===== config.mk =====
export PLATFORM = sky130hd
export DESIGN_NAME = ov7670_capture_decimator_flat
export DESIGN_NICKNAME = d
export VERILOG_FILES = /design/src/rtl/ov7670_capture_decimator_if.sv /design/src/rtl/ov7670_capture_decimator.sv /design/src/flat_wrapper.sv
export SDC_FILE = /design/constraint.sdc
export NUM_CORES = 1
export LEC_CHECK = 0
export CORE_ASPECT_RATIO = 0.7
export CORE_MARGIN = 2
export CORE_UTILIZATION = 50
export CTS_BUF_LIST = sky130_fd_sc_hd__clkbuf_8
export DETAILED_ROUTE_END_ITERATION = 8
export PLACE_DENSITY = 0.86
export SETUP_SLACK_MARGIN = 0.4
export SLEW_MARGIN = 20
export SYNTH_ARGS = -nofsm -noshare
export SYNTH_HDL_FRONTEND = slang
export SYNTH_SLANG_ARGS = --single-unit

===== constraint.sdc =====
create_clock -name pclk -period 2.5 [get_ports pclk]
set_input_delay 0.375 -clock pclk [delete_from_list [all_inputs] [get_ports pclk]]
set_output_delay 0.375 -clock pclk [all_outputs]
set_load 0.05 [all_outputs]

===== src/rtl/ov7670_capture_decimator_if.sv =====
// Camera parallel bus in, frame BRAM write port out.
// The camera side (master) drives D/vsync/href, and the capture block (slave) drives the write port.
interface ov7670_capture_decimator_if #(
    parameter int ADDR_W = 17
);
    logic [7:0]        D;
    logic              vsync;
    logic              href;
    logic [11:0]       RGB;
    logic [ADDR_W-1:0] wr_addr;
    logic              wr_en;

    modport master (output D, vsync, href, input RGB, wr_addr, wr_en);
    modport slave  (input D, vsync, href, output RGB, wr_addr, wr_en);
endinterface


===== src/rtl/ov7670_capture_decimator.sv =====
// OV7670 RGB565 byte pairing, RGB444 reduction and frame-aligned decimated BRAM writes.
// Only frames that are seen from their vsync fall onwards are written.
module ov7670_capture_decimator #(
    parameter int SRC_W  = 640,
    parameter int SRC_H  = 480,
    parameter int DECIM  = 2,
    parameter int ADDR_W = 17
) (
    input  logic                      pclk,
    input  logic                      rst_n,
    ov7670_capture_decimator_if.slave bus,
    input  logic                      capture_en,
    output logic                      frame_done,
    output logic                      frame_active,
    output logic [7:0]                frame_count,
    output logic                      line_err
);
    localparam int FRAME_PIX = (SRC_W / DECIM) * (SRC_H / DECIM);
    localparam int COL_W     = $clog2(SRC_W + 2) + 1;
    localparam int ROW_W     = $clog2(SRC_H + 2) + 1;
    localparam logic [ADDR_W-1:0] LAST_ADDR = ADDR_W'(FRAME_PIX - 1);

    typedef enum logic [1:0] {IDLE, SYNC, ARMED, CAPTURE} state_t;
    state_t state_reg, state_next;

    logic              vsync_reg, vsync_prev_reg, href_prev_reg;
    logic              phase_reg;
    logic [6:0]        byte0_reg;
    logic [COL_W-1:0]  col_reg;
    logic [ROW_W-1:0]  row_reg;
    logic [ADDR_W-1:0] wr_addr_reg;
    logic              wr_en_reg, full_reg;
    logic [11:0]       rgb_reg;
    logic              frame_done_reg, frame_active_reg, line_err_reg;
    logic [7:0]        frame_count_reg;

    logic vsync_rise, vsync_fall;
    logic enter_capture, close_frame, in_capture;
    logic pix_done, href_fall, decim_ok, keep;

    assign vsync_rise = vsync_reg & ~vsync_prev_reg;
    assign vsync_fall = ~vsync_reg & vsync_prev_reg;

    always_ff @(posedge pclk or negedge rst_n) begin
        if (!rst_n) state_reg <= IDLE;
        else        state_reg <= state_next;
    end

    always_comb begin
        state_next = state_reg;
        case (state_reg)
            IDLE:    if (capture_en) state_next = SYNC;
            SYNC:    if (vsync_rise) state_next = ARMED;
            ARMED:   if (vsync_fall) state_next = CAPTURE;
            CAPTURE: if (vsync_rise) state_next = capture_en ? ARMED : IDLE;
            default: state_next = IDLE;
        endcase
    end

    always_comb begin
        in_capture    = (state_reg == CAPTURE);
        enter_capture = (state_reg == ARMED) && vsync_fall;
        close_frame   = (state_reg == CAPTURE) && vsync_rise;
    end

    // With DECIM=2 only even columns of even rows survive.
    generate
        if (DECIM == 1) begin : g_keep_all
            assign decim_ok = 1'b1;
        end else begin : g_keep_even
            assign decim_ok = ~col_reg[0] & ~row_reg[0];
        end
    endgenerate

    assign pix_done  = in_capture && bus.href && phase_reg;
    assign href_fall = in_capture && href_prev_reg && !bus.href;
    assign keep      = pix_done && (col_reg < COL_W'(SRC_W)) && (row_reg < ROW_W'(SRC_H)) && decim_ok;

    always_ff @(posedge pclk or negedge rst_n) begin
        if (!rst_n) begin
            vsync_reg        <= 1'b0;
            vsync_prev_reg   <= 1'b0;
            href_prev_reg    <= 1'b0;
            phase_reg        <= 1'b0;
            byte0_reg        <= '0;
            col_reg          <= '0;
            row_reg          <= '0;
            wr_addr_reg      <= '0;
            wr_en_reg        <= 1'b0;
            full_reg         <= 1'b0;
            rgb_reg          <= '0;
            frame_done_reg   <= 1'b0;
            frame_active_reg <= 1'b0;
            line_err_reg     <= 1'b0;
            frame_count_reg  <= '0;
        end else begin
            vsync_reg        <= bus.vsync;
            vsync_prev_reg   <= vsync_reg;
            href_prev_reg    <= bus.href;
            frame_done_reg   <= close_frame;
            frame_active_reg <= (state_next == CAPTURE);
            wr_en_reg        <= 1'b0;

            phase_reg <= (in_capture && bus.href) ? ~phase_reg : 1'b0;
            // First byte keeps R4..R1 and G5..G3; R0 is dropped on the way in.
            if (in_capture && bus.href && !phase_reg)
                byte0_reg <= {bus.D[7:4], bus.D[2:0]};

            if (enter_capture) begin
                col_reg      <= '0;
                row_reg      <= '0;
                wr_addr_reg  <= '0;
                full_reg     <= 1'b0;
                line_err_reg <= 1'b0;
            end else begin
                if (wr_en_reg) begin
                    if (wr_addr_reg == LAST_ADDR) full_reg <= 1'b1;
                    else                          wr_addr_reg <= wr_addr_reg + ADDR_W'(1);
                end
                if (pix_done && col_reg != '1)
                    col_reg <= col_reg + COL_W'(1);
                if (keep) begin
                    if (full_reg) begin
                        line_err_reg <= 1'b1;
                    end else if (!bus.vsync && !vsync_reg) begin
                        wr_en_reg <= 1'b1;
                        rgb_reg   <= {byte0_reg, bus.D[7], bus.D[4:1]};
                    end
                end
                if (href_fall) begin
                    col_reg <= '0;
                    if (row_reg != '1) row_reg <= row_reg + ROW_W'(1);
                    if (col_reg != COL_W'(SRC_W)) line_err_reg <= 1'b1;
                end
                if (close_frame) begin
                    frame_count_reg <= frame_count_reg + 8'd1;
                    if (row_reg != ROW_W'(SRC_H)) line_err_reg <= 1'b1;
                end
            end
        end
    end

    assign bus.RGB      = rgb_reg;
    assign bus.wr_addr  = wr_addr_reg;
    assign bus.wr_en    = wr_en_reg;
    assign frame_done   = frame_done_reg;
    assign frame_active = frame_active_reg;
    assign frame_count  = frame_count_reg;
    assign line_err     = line_err_reg;
endmodule


===== src/flat_wrapper.sv =====
// flat-port wrapper written by rule: the top's interface ports become plain ports
module ov7670_capture_decimator_flat 
#(
    parameter int SRC_W  = 640,
    parameter int SRC_H  = 480,
    parameter int DECIM  = 2,
    parameter int ADDR_W = 17
)
  (pclk, rst_n, capture_en, frame_done, frame_active, frame_count, line_err, bus_D, bus_vsync, bus_href, bus_RGB, bus_wr_addr, bus_wr_en);
  ov7670_capture_decimator_if #(.ADDR_W(ADDR_W)) bus_i ();
  input  logic pclk;
  input  logic rst_n;
  input  logic capture_en;
  output logic frame_done;
  output logic frame_active;
  output logic [7:0] frame_count;
  output logic line_err;
  input wire logic [$bits(bus_i.D)-1:0] bus_D;
  input wire logic [$bits(bus_i.vsync)-1:0] bus_vsync;
  input wire logic [$bits(bus_i.href)-1:0] bus_href;
  output wire logic [$bits(bus_i.RGB)-1:0] bus_RGB;
  output wire logic [$bits(bus_i.wr_addr)-1:0] bus_wr_addr;
  output wire logic [$bits(bus_i.wr_en)-1:0] bus_wr_en;
  assign bus_i.D = bus_D;
  assign bus_i.vsync = bus_vsync;
  assign bus_i.href = bus_href;
  assign bus_RGB = bus_i.RGB;
  assign bus_wr_addr = bus_i.wr_addr;
  assign bus_wr_en = bus_i.wr_en;
  ov7670_capture_decimator #(.SRC_W(SRC_W), .SRC_H(SRC_H), .DECIM(DECIM), .ADDR_W(ADDR_W)) u_core (.pclk(pclk), .rst_n(rst_n), .bus(bus_i), .capture_en(capture_en), .frame_done(frame_done), .frame_active(frame_active), .frame_count(frame_count), .line_err(line_err));
endmodule

* After elaboration in Yosys (flattened, before gate mapping)
Index checks and enable logic that the tools add are counted.
** Cells by class
- $lt $le $gt $ge :: 2
- Equal/unequal tests :: 10
- $add $sub $neg :: 4
- Reduce and logical (&&, ||, !) cells :: 27
- Multiplexer cells :: 30
- Bitwise operators :: 10
** Operators by type and width (number)
- 2-to-1 mux 17 bit :: 3
- 2-to-1 mux 11 bit :: 3
- 2-to-1 mux 10 bit :: 3
- adder 17 x 1 -> 17 bit, second input constant :: 1
- equality test 17 bit, second input constant :: 1
- 2-to-1 mux 1 bit :: 15
- logical AND 1 bit :: 12
- adder 11 x 1 -> 11 bit, second input constant :: 1
- less-than comparator 11 x 10 -> 1 bit, second input constant :: 1
- != test 11 x 10 -> 1 bit, second input constant :: 1
- != test 11 bit, second input constant :: 1
- adder 10 x 1 -> 10 bit, second input constant :: 1
- less-than comparator 10 x 9 -> 1 bit, second input constant :: 1
- 2-to-1 mux 2 bit :: 5
- != test 10 bit, second input constant :: 1
- != test 10 x 9 -> 1 bit, second input constant :: 1
- adder 8 x 1 -> 8 bit, second input constant :: 1
- one-hot mux 2 bit (4 select lines) :: 1
- AND reduction 2 bit :: 4
- nonzero test 2 bit :: 4
- NOT 1 bit :: 7
- equality test 2 bit, second input constant :: 3
- zero test 1 bit :: 4
- AND reduction 4 bit :: 1
- 5 further kinds :: 7
** Storage, ports and cells
- Flip-flop bits (word level) :: 76
- Output and inout port bits :: 41
- Bits of input ports :: 13

* Depth between registers and ports, before layout
Gate-level depths: netlist of run 1.
- Depth in word-level cells :: 12
- Gate-level depth with buffers :: 7
- Gate-level depth less buffers :: 7

* Least setup slack after synthesis of run 1
No wires, ideal clock.
- Path type :: register -> register
- From :: reg u_core.vsync_prev_reg
- To :: reg u_core.rgb_reg[0], in the netlist u_core.bus.RGB[0]
- Stages on the path, launching flop included :: 7
- Setup time :: 0.125 ns
- Slack :: 0.560 ns
- Required time :: 2.375 ns
- Arrival :: 1.815 ns
- Cell sequence :: dfrtp_1 > nor4bb_1 > buf_6 > or4_4 > nor4_4 > buf_6 > mux2_2
** Between the ends
- Longest elaborated chain between the ends :: 4
** RTL lines
- start: declaration :: line ov7670_capture_decimator.sv:26 : logic vsync_reg, vsync_prev_reg, href_prev_reg;
- start signal: assignment :: line ov7670_capture_decimator.sv:98 : vsync_prev_reg <= vsync_reg;
- AND 1 bit :: line ov7670_capture_decimator.sv:42 : assign vsync_fall = ~vsync_reg & vsync_prev_reg;
- logical AND 1 bit :: line ov7670_capture_decimator.sv:62 : enter_capture = (state_reg == ARMED) && vsync_fall;
- NOT 1 bit (no line)
- AND reduction 4 bit (no line)
- end signal: assignment :: line ov7670_capture_decimator.sv:127 : rgb_reg <= {byte0_reg, bus.D[7], bus.D[4:1]};
- end: declaration :: line ov7670_capture_decimator.sv:33 : logic [11:0] rgb_reg;
No other way between the ends.
A chain may end at the register's enable or synchronous reset.

* Worst setup path in the final report of run 1
- From :: reg u_core.wr_addr_reg[2], in the netlist u_core.bus.wr_addr[2]
- To :: out bus_wr_addr[2]
** RTL lines
- start: declaration :: line ov7670_capture_decimator.sv:31 : logic [ADDR_W-1:0] wr_addr_reg;
- start signal: assignment :: line ov7670_capture_decimator.sv:118 : else wr_addr_reg <= wr_addr_reg + ADDR_W'(1);
- end: declaration :: line flat_wrapper.sv:22 : output wire logic [$bits(bus_i.wr_addr)-1:0] bus_wr_addr;
No word-level cell between the ends.

==> results of run 1 <==
[logic make-up after synthesis]
kind of cell	synth area share, %
simple gates	23.61
compound gates	7.622
mux	4.715
flops	53.88
fa+ha+maj	2.127
buf+inv	2.091
xor+xnor	5.955
[metrics by stage]
step,hold WS [ns],util (%),setup slack (ns),total power [mW]
2_1_floorplan,0.07941,-,0.5604,2.526
3_3_place_gp,0.4227,61.47,0.3023,2.954
3_5_place_dp,0.4206,61.47,0.1946,2.991
4_1_cts,0.03979,64.42,0.4335,3.917
5_1_grt,0.05981,64.72,0.4205,4.095
6_report,0.02315,64.72,0.4730,3.892
[power breakdown]
part	internal, mW	total (mW)	leakage, nW	switching, mW
Sequential	1.47	1.70	1.02	0.233
Clock	0.465	0.919	0.0994	0.454
Combinational	0.461	1.27	0.870	0.812
[worst max path at each step]
| stage | end | slack (ns) | startpoint | cells after the start |
|---|---|---|---|---|
| final | bus_wr_addr[2] | 0.47 | u_core.bus.wr_addr[2] | 1 |
| after global routing | bus_wr_addr[13] | 0.42 | u_core.bus.wr_addr[13] | 1 |
| after CTS | bus_wr_addr[10] | 0.43 | u_core.bus.wr_addr[10] | 1 |
| after detailed placement | u_core.col_reg[3] | 0.19 | bus_href | 6 |
| after global placement | u_core.bus.RGB[2] | 0.30 | bus_href | 5 |
| after floorplan | u_core.bus.RGB[0] | 0.56 | u_core.vsync_prev_reg | 6 |
[synthesized netlist by cell type (2+ instances only)]
library cell	instances	area share, %
sky130_fd_sc_hd__dfrtp_1	76	54
sky130_fd_sc_hd__nand2_1	47	5.0
sky130_fd_sc_hd__nor2_1	32	3.4
sky130_fd_sc_hd__nand3_1	21	3.0
sky130_fd_sc_hd__o21ai_0	18	2.6
sky130_fd_sc_hd__mux2_2	13	4.1
sky130_fd_sc_hd__xnor2_1	12	3.0
sky130_fd_sc_hd__xor2_1	12	3.0
sky130_fd_sc_hd__nor3_1	11	1.6
sky130_fd_sc_hd__a21oi_1	10	1.4
sky130_fd_sc_hd__nand4_1	10	1.8
sky130_fd_sc_hd__a31oi_1	8	1.4
sky130_fd_sc_hd__and3_1	8	1.4
sky130_fd_sc_hd__and4_1	7	1.7
sky130_fd_sc_hd__clkbuf_1	6	0.64
sky130_fd_sc_hd__ha_1	6	2.1
sky130_fd_sc_hd__inv_1	4	0.43
sky130_fd_sc_hd__nand4b_1	3	0.74
sky130_fd_sc_hd__nor2b_1	3	0.53
sky130_fd_sc_hd__nor4bb_1	3	0.85
sky130_fd_sc_hd__o2111ai_1	3	0.74
sky130_fd_sc_hd__or3_1	3	0.53
sky130_fd_sc_hd__and2_1	2	0.35
sky130_fd_sc_hd__buf_2	2	0.28
sky130_fd_sc_hd__buf_6	2	0.64
sky130_fd_sc_hd__mux2i_1	2	0.57
sky130_fd_sc_hd__nand2b_1	2	0.35
sky130_fd_sc_hd__nor4_1	2	0.35
sky130_fd_sc_hd__o31ai_1	2	0.43
[metal layers]
metal	vias to the layer above	global-route usage [%]	part of all wire, %
met5	-	0	0
met4	0	6.757	1.5
met3	16	7.625	8.8
met2	124	31.45	43
met1	1328	29.57	46
li1	1350	-	-
[area by class of cell]
class,count,area [sq um]
clock buffer,9,123.9
clock inverter,7,77.57
fill,536,2395
inverter,5,18.77
multi-input combinational,252,1575
sequential,76,1902
tap,94,117.6
timing repair buffer,58,578.1
[what timing repair did]
| item | in CTS | in global routing |
|---|---|---|
| gates resized for setup | 1 | 6 |
| setup endpoints to repair | 1 | 8 |
| hold endpoints to repair | 0 | 0 |
==> impl_results.md, run 1 <==
* Result of the run: finished clean
* Post-Syn Area at 3530 sq um
* Floorplan row count at 25
* # diodes at 0
* Clock tree buffer depth at 2
* Worst R2R Setup Slack at 0.52 ns
* Synth Area per Inst at 10.29 sq um
* First-pass DRT Iterations at 4
* Largest net degree at the start of global routing at 49
* Max Clock Skew at 0.005826 ns
* Max FFs per register at 17
* Total number of vias at 2818
* Full die area at 7758 sq um
* Leading cell types in the layout, fill and taps excluded: sky130_fd_sc_hd__dfrtp_1, sky130_fd_sc_hd__nand2_1, sky130_fd_sc_hd__clkdlybuf4s50_1, sky130_fd_sc_hd__nor2_1, sky130_fd_sc_hd__nand3_1
* Prevailing post-synth register cell: sky130_fd_sc_hd__dfrtp_1
* Final-layout setup total negative slack at 0 ns
* Cell at the root of the clock tree: sky130_fd_sc_hd__clkbuf_8
* Lkg Pwr at 1.986 nW
* Most common cell after layout, fill and taps aside: sky130_fd_sc_hd__dfrtp_1
* Hold buffer count at CTS at 0
* Unrepaired setup endpoints after global routing: no
* Area of all placed cells without fillers at 4393 sq um
* Slowest stage cell on the critical path: sky130_fd_sc_hd__clkdlybuf4s50_1
* Net count after synthesis at 362
* TritonCTS clock tree: done
* Terminus of the critical flop-to-flop path: u_core.bus.RGB[5]
* Routed via count divided by cell count at 5.625
* Path type of the worst setup path: register to output port
* Kind of path behind the tightest hold check: input port to async pin
* Cell count after placement at 485
* Final critical delay including setup and external delays at 2.027 ns
* Number of buffers inserted by port buffering at 53
* Distinct cell type count of the synthesized netlist at 42
* Ordered list of cells on the worst path: clkdlybuf4s50_1
* Number of nets in the layout at 421
* Die Width at 104.4 um
* Worst path buffer plus inverter count at 1
* Setup violators final at 0
* Final count of pins violating max slew at 0
* Die Y at 74.30 um
* Number of sinks on the clock net at 76
* Critical path arrival at 1.65 ns
* Crit path largest cell delay at 0.84 ns
* Transition at the pin with the smallest max-transition slack at 0.5992 ns
* Worst slew margin relative to its limit at 60.05%
* Fraction of final layout cells with drive strength greater than 1 at 10.07%
* Number of max-capacitance violations reported at 0
* Sum of net half-perimeters after detailed placement at 5484 um
* Final std cells w/o fill at 501
* Placed instance area at 4173 sq um
* Overflow left after global routing at 0
* Cells after Synth at 343
* H-tree depth reported by CTS at 3
* Synthesized flop and latch total at 76
* Number of antenna-violating nets in the routed design at 0
* Crit-path leading delay family: buffers and inverters
* Via count of the first global-routing pass at 2624
* Worst Path Required at 2.12 ns
* Crit start category: register
* Core region area at 6788 sq um
* I/O pin count at 54
* IR Drop Worst-Case VDD at 0.0007485 V
* Routability-driven placement congestion ratio at 0.8933
* Crit share post-route at 81.08%
* Initial antenna violation count at 0
* Wire length of the first global-routing pass at 12720 um
* Total global routing track utilization at 21.22%
* Timing-limited maximum frequency at 493.3 MHz
* Number of enable flip-flop cells after synthesis at 0
* Effective utilization at floorplan at 52.00%
* Source of the worst register-to-register timing path: u_core.state_reg[1]
* DRC errors left at 0
* Yosys warning total at 0
* Power per Cell Area at 886.0 nW/um^2
* Initial drt markers at 172
* Total Wirelength at 7692 um
* Relative area change from synthesis to final layout at 24.46%
* Routed wire per std cell at 15.35 um
* Clock buffers created by TritonCTS at 9
* Final Hold Viols at 0
* Async set-reset flop share out of synthesis at 100.0%
* Clock slew at the register clock pins of the worst setup and hold paths at 0.07 ns
* Reg2Reg Depth at 5
* Worst skew pair latency at 0.36 ns
* Post-CTS Setup Inserts at 0
* Sequential share of the synthesized area at 53.88%
* Max Fanout on Critical Path at 7
* Critical Path End Type: output port
Note: power is estimated with default switching activity, not from simulation.
==> run 2: changes to the inputs <==
clock period = 1.97 ns   (was 2.5 ns; I/O delays follow)
==> impl_results.md, run 2 (same netlist as run 1, synthesis figures left out) <==
* Terminus of the critical flop-to-flop path: u_core.bus.RGB[11]
* Hold Slack at 0.2113 ns (+0.1881 ns)
* H-tree depth reported by CTS at 3 (unchanged)
* Final Hold Viols at 0 (unchanged)
* Number of max-capacitance violations reported at 0 (unchanged)
* Die Y at 74.30 um (unchanged)
* Source of the worst register-to-register timing path: u_core.full_reg
* Max FFs per register at 17 (unchanged)
* Core region area at 6788 sq um (unchanged)
* Max Clock Skew at 0.01462 ns (+0.008794 ns)
* Overflow left after global routing at 0 (unchanged)
* Crit path largest cell delay at 0.55 ns (-0.29 ns)
* Setup violators final at 0 (unchanged)
* Initial drt markers at 321 (+87%)
* Final critical delay including setup and external delays at 1.890 ns
* Number of antenna-violating nets in the routed design at 0 (unchanged)
* Sum of net half-perimeters after detailed placement at 5477 um (-0.12%)
* Path type of the worst setup path: register to register
* Slowest stage cell on the critical path: sky130_fd_sc_hd__or4_4
* Result of the run: finished clean
* Most common cell after layout, fill and taps aside: sky130_fd_sc_hd__dfrtp_1
* Cell at the root of the clock tree: sky130_fd_sc_hd__clkbuf_8
* Number of nets in the layout at 465 (+10%)
* Leading cell types in the layout, fill and taps excluded: sky130_fd_sc_hd__dfrtp_1, sky130_fd_sc_hd__nand2_1, sky130_fd_sc_hd__buf_4, sky130_fd_sc_hd__nor2_1, sky130_fd_sc_hd__nand3_1
* Worst slew margin relative to its limit at 67.25% (+7.2 points)
* Floorplan row count at 25 (unchanged)
* Kind of path behind the tightest hold check: input port to register
* # diodes at 0 (unchanged)
* Clock buffers created by TritonCTS at 9 (unchanged)
* Worst skew pair latency at 0.36 ns (about the same)
* Largest net degree at the start of global routing at 38 (-22%)
* Relative area change from synthesis to final layout at 42.33%
* Max Fanout on Critical Path at 6 (-1)
* Worst path buffer plus inverter count at 2 (+1)
* Via count of the first global-routing pass at 3232 (+23%)
* Worst Hold End: u_core.href_prev_reg
* Fraction of final layout cells with drive strength greater than 1 at 36.59% (+27 points)
* Clock tree buffer depth at 2 (unchanged)
* DRC errors left at 0 (unchanged)
* Placed instance area at 4353 sq um (+4.3%)
* Final std cells w/o fill at 545 (+8.8%)
* Number of buffers inserted by port buffering at 53 (unchanged)
* Final count of pins violating max slew at 0 (unchanged)
* Transition at the pin with the smallest max-transition slack at 0.4931 ns (-0.1061 ns)
* Effective utilization at floorplan at 52.00% (unchanged)
* Worst R2R Setup Slack at 0.08 ns (-0.44 ns)
* Total Wirelength at 10760 um (+40%)
* Total number of vias at 3268 (+16%)
* Ordered list of cells on the worst path: or4_4 > nor4_4 > buf_4 > clkbuf_16 > mux2_2
* Critical path arrival at 2.13 ns (+0.48 ns)
* Crit share post-route at 95.92%
* TritonCTS clock tree: done
* Unrepaired setup endpoints after global routing: yes
* Timing-limited maximum frequency at 529.2 MHz
* IR Drop Worst-Case VDD at 0.0007326 V (-2.1%)
* Full die area at 7758 sq um (unchanged)
* Worst hold path stage count at 2
* First-pass DRT Iterations at 5 (+1)
* Total global routing track utilization at 26.18% (+5.0 points)
* Reg2Reg Depth at 5 (unchanged)
* Routability-driven placement congestion ratio at 0.8539 (-4.4%)
* Hold Crit Start: bus_href
* I/O pin count at 54 (unchanged)
* Lkg Pwr at 2.271 nW (+14%)
* Die Width at 104.4 um (unchanged)
* Worst Path Required at 2.21 ns (+0.09 ns)
* Power per Cell Area at 1089 nW/um^2 (+23%)
* Critical Path End Type: register
* Routed wire per std cell at 19.74 um (+29%)
* Cell count after placement at 498 (+2.7%)
* Routed via count divided by cell count at 5.996 (+6.6%)
* Initial antenna violation count at 0 (unchanged)
* Crit-path leading delay family: simple AND/OR/NAND/NOR gates
* Crit start category: register
* Area of all placed cells without fillers at 5024 sq um (+14%)
* Wire length of the first global-routing pass at 15870 um (+25%)
* Clock slew at the register clock pins of the worst setup and hold paths at 0.09 ns (+0.02 ns)
* Number of sinks on the clock net at 76 (unchanged)
[run 2: where the power goes]
group	internal, mW	switching [mW]	total [mW]
Sequential	1.87	0.271	2.14
Clock	0.831	0.612	1.44
Combinational	0.665	1.23	1.89
[run 2: final cells by class]
class,count,area (sq um)
Timing Repair Buffer,102,924.6
Fill cell,426,1764
Sequential cell,76,1923
Multi-Input combinational cell,252,1805
Clock inverter,7,110.1
Tap cell,94,117.6
Inverter,5,18.77
Clock buffer,9,123.9
[run 2: layer usage]
metal	part of all wire (%)	vias to the layer above	GRT usage (%)	wire length, um
li1	-	1425	-	-
met1	41	1641	34.02	4442
met2	50	167	43.50	5333
met3	6.2	35	6.486	665
met4	2.9	0	10.06	315
met5	0	-	0	0
[run 2: worst max-delay path by stage]
stage                           from            endpoint  slack [ns]  depth (start not counted)
3_5_place_dp               bus_vsync  u_core.bus.RGB[10]       -0.12                          5
6_report             u_core.full_reg  u_core.bus.RGB[11]        0.08                          5
4_1_cts        u_core.vsync_prev_reg  u_core.bus.RGB[10]        0.12                          5
3_3_place_gp               bus_vsync   u_core.bus.RGB[2]       -0.13                          5
2_1_floorplan  u_core.vsync_prev_reg   u_core.bus.RGB[0]        0.03                          6
5_1_grt            u_core.row_reg[9]   u_core.bus.RGB[3]        0.05                          6
[run 2: worst register-to-register path, delay by kind of cell (launching register included)]
family        cells  cell delay, ns
simple gates      2            0.68
buf+inv           2            0.33
flops             1            0.45
mux               1            0.33
[run 2: timing repair]
| item | CTS | global route |
|---|---|---|
| cloned | 1 | 1 |
| pin swaps | 12 | 18 |
| gates resized for setup | 107 | 62 |
| setup endpoints to repair | 82 | 75 |
| hold buffers | 1 | 0 |
| buffers inserted | 15 | 13 |
| endpoints found under the hold margin | 15 | 0 |
[run 2: through the flow]
step	setup TNS [ns]	worst slack, ns	total power [mW]	utilization, %
4_1_cts	0	0.1184	5.305	71.47
5_1_grt	0	0.05126	5.663	74.01
3_3_place_gp	-1.521	-0.1301	3.842	64.13
3_5_place_dp	-1.309	-0.1161	3.896	64.13
2_1_floorplan	0	0.03051	3.210	-
6_report	0	0.08045	5.471	74.01
